## config.mk

```make
export PLATFORM = sky130hd
export DESIGN_NAME = fetch_stage
export DESIGN_NICKNAME = d
export VERILOG_FILES = /design/src/rtl/cpu_pkg.sv /design/src/rtl/if_id_reg.sv /design/src/rtl/fetch_stage.sv
export SDC_FILE = /design/constraint.sdc
export NUM_CORES = 1
export LEC_CHECK = 0
export CORE_ASPECT_RATIO = 0.8
export CORE_MARGIN = 2
export CORE_UTILIZATION = 45
export DETAILED_ROUTE_END_ITERATION = 10
export GPL_ROUTABILITY_DRIVEN = 0
export PLACE_DENSITY = 0.82
export SYNTH_ARGS = -nofsm -noshare
export SYNTH_HDL_FRONTEND = slang
export SYNTH_SLANG_ARGS = --single-unit
```

## constraint.sdc

```tcl
create_clock -name clk -period 10.51 [get_ports clk]
set_input_delay 2.102 -clock clk [delete_from_list [all_inputs] [get_ports clk]]
set_output_delay 2.102 -clock clk [all_outputs]
set_load 0.005 [all_outputs]
```

## src/rtl/cpu_pkg.sv

```systemverilog
// Shared definitions for the P6 pipeline: reset/base addresses, the NOP
// encoding, the next-PC select encodings and the IF/ID payload layout.
package cpu_pkg;

  localparam logic [31:0] PC_RESET_DEFAULT = 32'h0000_3000;
  localparam logic [31:0] IM_BASE_DEFAULT  = 32'h0000_3000;
  localparam logic [31:0] INSTR_NOP        = 32'h0000_0000;

  // Next-PC mux select, driven by control/hazard logic.
  typedef enum logic [1:0] {
    NPC_ADD4   = 2'd0,
    NPC_TARGET = 2'd1,
    NPC_REG    = 2'd2
  } npc_sel_e;

  // IF/ID payload; the valid bit is owned by the pipeline register itself.
  typedef struct packed {
    logic [31:0] instr;
    logic [31:0] pc;
    logic [31:0] pc_add8;
    logic        exc;
  } if_id_t;

endpackage

```

## src/rtl/if_id_reg.sv

```systemverilog
// Pipeline register with flush-over-stall priority. Flush writes an
// all-zero bubble, stall holds, otherwise the payload loads with valid=1.
// Width-parameterised so it can be reused between later stages.
module if_id_reg #(
  parameter int W = 32
) (
  input  logic         clk,
  input  logic         reset,
  input  logic         stall,
  input  logic         flush,
  input  logic [W-1:0] d,
  output logic [W-1:0] q,
  output logic         valid
);

  // Flush beats stall; a held register keeps both payload and valid.
  always_ff @(posedge clk or posedge reset) begin
    if (reset) begin
      q     <= '0;
      valid <= 1'b0;
    end else if (flush) begin
      q     <= '0;
      valid <= 1'b0;
    end else if (!stall) begin
      q     <= d;
      valid <= 1'b1;
    end
  end

endmodule

```

## src/rtl/fetch_stage.sv

```systemverilog
// Instruction-fetch stage: PC register, PC+4 feedback, ROM word address,
// and the IF/ID pipeline register.
// Optional build macro FETCH_ADDR_CHECK_EN: flags misaligned or
// out-of-ROM fetch addresses as an address error and squashes the
// instruction word. Without it the error output stays 0 and out-of-range
// PCs alias through the truncated ROM index.
import cpu_pkg::*;

module fetch_stage #(
  parameter logic [31:0] PC_RESET = PC_RESET_DEFAULT,
  parameter logic [31:0] IM_BASE  = IM_BASE_DEFAULT,
  parameter int          IM_AW    = 10
) (
  input  logic             clk,
  input  logic             reset,
  input  logic             stall,
  input  logic             flush,
  input  logic [31:0]      next_pc,
  output logic [31:0]      pc_f,
  output logic [31:0]      pc_add4_f,
  output logic [IM_AW-1:0] imem_addr,
  input  logic [31:0]      imem_rdata,
  output logic [31:0]      instr_d,
  output logic [31:0]      pc_d,
  output logic [31:0]      pc_add8_d,
  output logic             valid_d,
  output logic             exc_adel_d
);

  logic        exc;
  logic        load_valid;
  if_id_t      if_id_in;
  if_id_t      if_id_out;
  logic [31:0] fetch_cnt;

  assign pc_add4_f = pc_f + 32'd4;
  assign imem_addr = IM_AW'((pc_f - IM_BASE) >> 2);

`ifdef FETCH_ADDR_CHECK_EN
  // One past the last ROM byte, widened so a ROM ending at 2^32 still compares.
  localparam logic [32:0] IM_END = {1'b0, IM_BASE} + (33'd1 << (IM_AW + 2));
  assign exc = (pc_f[1:0] != 2'b00) || (pc_f < IM_BASE) || ({1'b0, pc_f} >= IM_END);
`else
  assign exc = 1'b0;
`endif

  // Payload captured into IF/ID; a faulting fetch carries a NOP word.
  always_comb begin
    if_id_in.instr   = exc ? INSTR_NOP : imem_rdata;
    if_id_in.pc      = pc_f;
    if_id_in.pc_add8 = pc_f + 32'd8;
    if_id_in.exc     = exc;
  end

  // PC register: follows next_pc on every unstalled edge.
  always_ff @(posedge clk or posedge reset) begin
    if (reset) begin
      pc_f <= PC_RESET;
    end else if (!stall) begin
      pc_f <= next_pc;
    end
  end

  if_id_reg #(
    .W($bits(if_id_t))
  ) u_if_id (
    .clk   (clk),
    .reset (reset),
    .stall (stall),
    .flush (flush),
    .d     (if_id_in),
    .q     (if_id_out),
    .valid (valid_d)
  );

  assign instr_d    = if_id_out.instr;
  assign pc_d       = if_id_out.pc;
  assign pc_add8_d  = if_id_out.pc_add8;
  assign exc_adel_d = if_id_out.exc;

  // Same condition under which IF/ID loads a real instruction.
  assign load_valid = !flush && !stall;

  // Count of instructions handed to decode; debug visibility only.
  always_ff @(posedge clk or posedge reset) begin
    if (reset) begin
      fetch_cnt <= '0;
    end else if (load_valid) begin
      fetch_cnt <= fetch_cnt + 32'd1;
    end
  end

endmodule

```

==> impl_metrics.py <==
metrics = {
    "detailed_routing": {
        "firstDrtPassIters": 4,
        "ant_nets": 0,
        "vias": 5094,
        "wl_um": 17500,
        "drtIter0Drc": 340,
        "drc": 0,
        "viasPerCell": 5.30,
        "wl_per_cell_um": 18.2,
    },
    "floorplanning": {
        "io_pins": 240,
        "fp.coreArea_um2": 13600,
        "rows": 38,
        "die_y_um": 109,
        "die_w_um": 136,
        "initial_core_util_pct": 46.0,
        "dieArea_um2": 14800,
    },
    "logic_synthesis": {
        "synth.top_cell.area_share_pct": 49.8,
        "ys_seq_area_share_pct": 50.6,
        "synth_ff_type": "dfrtp_1",
        "synth-edff-count": 0,
        "synth.ff_latch_count": 126,
        "avgSynthCellArea_um2": 10.9,
        "syn_nets": 644,
        "syn-instance-count": 574,
        "netlist_top_cells_area": "dfrtp_1 (50%), mux2i_1 (9.8%), nor2_1 (6.0%), mux2_2 (5.8%), xnor2_1 (3.5%)",
        "synth_cell_types": 52,
        "synth_top_area_cell": "dfrtp_1",
        "netlist_area_um2": 6230,
        "synthArstFlopShare_pct": 100,
        "netlist_top_cells_count": "dfrtp_1 (124), nor2_1 (99), mux2i_1 (61), mux2_2 (32), xnor2_1 (25)",
        "yosysMostFrequentCell": "dfrtp_1",
        "yosys_warnings": 0,
    },
    "setup_path": {
        "crit_chain": "ha_1, nand3_1, nor4_2, nor4b_1, xnor2_1, clkdlybuf4s50_1",
        "critPathMaxFanout": 12,
        "endpoint_kind": "output port",
        "rr_worst_depth": 5,
        "max_stage_delay_ns": 1.15,
        "cp_data_required_time_ns": 8.41,
        "cp.arrival_ns": 3.75,
        "r2r_end": "u_if_id.q[26]$_DFFE_PP0P_",
        "worstSetupStartpointType": "register",
        "path_class": "reg -> out",
        "critPathSlowestCell": "nor4_2",
        "reg2reg_slack_ns": 7.66,
        "cp-endpoint": "pc_add4_f[23]",
        "r2r_start": "pc_f[4]$_DFFE_PP0N_",
        "cp-startpoint": "pc_f[4]$_DFFE_PP0N_",
    },
    "global_routing": {
        "grt-busiest-layer": "met2",
        "grt_pass1_wl_um": 27400,
        "first_global_vias": 4984,
        "grt_overflow": 0,
        "grt.met2_usage_pct": 38.9,
        "grt_usage_pct": 24.1,
        "grt_use_met3_pct": 7.25,
        "grt_start_max_net_pins": 97,
        "use_met1_pct": 31.5,
        "grt_antenna_before_repair": 0,
    },
    "sta": {
        "maxSlewViolCount": 0,
        "tightest_slew_ns": 1.27,
        "finalSetupViolations": 0,
        "min_period_ns": 5.86,
        "maxSlewHeadroom_pct": 14.5,
        "max_freq_mhz": 171,
        "fin_setup_tns_ns": 0,
        "rsz0062_at_grt": "no",
        "timing_hold_violations_final": 0,
        "skew_ns": 0.00534,
        "worst_hold_slack_ns": 0.525,
        "period_share_pct": 55.7,
    },
    "power_and_ir_drop": {
        "p_leak_nw": 3.91,
        "power_per_cell_area_nw_per_um2": 158,
        "ir_drop_uv": 108,
    },
    "run": {
        "drv_cap": 0,
    },
    "cts": {
        "clkLatencyLatePin_ns": 0.41,
        "cts_resized": 0,
        "cts.sinks": 126,
        "htree_num_levels": 4,
        "cts_hold_buffers": 0,
        "cts_root_buffer": "clkbuf_16",
        "cts_tree": "yes",
        "cts_made_buffers": 17,
        "clk_pin_slew_worst_paths_ns": 0.06,
        "clockBufferDepth": 2,
        "cts_setup_buffers": 0,
    },
    "place": {
        "dpl.cell_count": 930,
        "dp_hpwl_um": 12200,
        "numPortBuffers": 238,
    },
    "layout": {
        "area_growth_pct": 46.4,
        "final_layout_size_suffix_gt1_share_pct": 11.1,
        "regArea_um2": 3160,
        "multi_input_area_um2": 2660,
        "nNetsFinal": 839,
        "fillCellCount": 1018,
        "layout.cells.non_filler": 962,
        "n_antenna_cell": 0,
    },
    "hold_path": {
        "hold_class": "reg -> reg",
    },
    "outcome": {
        "status": "complete, no violations",
    },
}
[worst max-delay path: cells and delay by family, from the launching register on]
family        cells  cell delay [ns]
simple gates      3             1.86
buf+inv           1             0.53
flops             1             0.49
fa+ha+maj         1             0.27
xor+xnor          1             0.19
[cell usage in the layout (no fill, tap or decap), drive strengths merged, types with 6 or more instances in the layout]
cell type | netlist | routed
a21oi | 9 | 9
and3 | 7 | 7
mux2 | 32 | 32
nand3 | 17 | 17
nand2 | 12 | 12
inv | 14 | 14
clkbuf | 25 | 19
nor2 | 99 | 99
clkinv | 0 | 6
clkdlybuf4s50 | 0 | 236
dfrtp | 124 | 124
nand4 | 13 | 13
xnor2 | 25 | 25
a211oi | 13 | 13
nor4 | 7 | 7
mux2i | 61 | 61
xor2 | 16 | 16
buf | 40 | 6
a311oi | 9 | 9
[registers in the layout (all words and copies together), names as in the netlist]
name / count
pc_f: 32
u_if_id.q: 93
u_if_id.valid: 1
[cell type report]
cell class              instances  area share [%]
clock inverters                13            1.81
multi-input cells             368            29.2
inverters                      14           0.603
flip-flops and latches        126            34.6
clock buffers                  19            4.96
repair buffers                242            26.4
well taps                     180            2.47
[power by group]
part           internal, W  total [W]  switching [W]
clock network     0.000386   0.000604       0.000218
logic             0.000163   0.000269       0.000106
registers         0.000523   0.000570      0.0000474
total              0.00107    0.00144       0.000372
[cells by family after synthesis]
family | synth area share, %
AOI/OAI and AO/OA | 5.76
xor gates and xnor gates | 5.76
adders and majority gates | 0.401
buffers and inverters | 6.90
DFF | 50.6
muxes | 15.6
other | 0.0602
and+or+nand+nor | 14.9
[how the worst min path moves through the flow]
stage,from,to,cells after the start
6_report,u_if_id.valid$_DFFE_PP0P_,u_if_id.valid$_DFFE_PP0P_,2
5_1_grt,u_if_id.q[86]$_DFFE_PP0P_,u_if_id.q[86]$_DFFE_PP0P_,2
4_1_cts,u_if_id.q[61]$_DFFE_PP0P_,u_if_id.q[61]$_DFFE_PP0P_,2
3_5_place_dp,u_if_id.q[61]$_DFFE_PP0P_,u_if_id.q[61]$_DFFE_PP0P_,2
3_3_place_gp,u_if_id.q[61]$_DFFE_PP0P_,u_if_id.q[61]$_DFFE_PP0P_,2
2_1_floorplan,u_if_id.q[62]$_DFFE_PP0P_,u_if_id.q[62]$_DFFE_PP0P_,2
[per-stage QoR]
step	area [um^2]	util (%)	setup WS, ns	power (W)
5_1_grt	9130	67.3	4.45	0.00150
2_1_floorplan	6230	-	5.06	0.000690
3_3_place_gp	8510	62.8	5.39	0.000841
4_1_cts	9130	67.3	4.67	0.00146
3_5_place_dp	8510	62.8	5.21	0.000848
6_report	9130	67.3	4.65	0.00144
[routing by layer]
layer / vias up / part of all wire, %
li1: 2370 / -
met1: 2508 / 42
met2: 199 / 49
met3: 17 / 7.4
met4: 0 / 1.4
met5: - / 0
(Power assumes the default switching activity.)
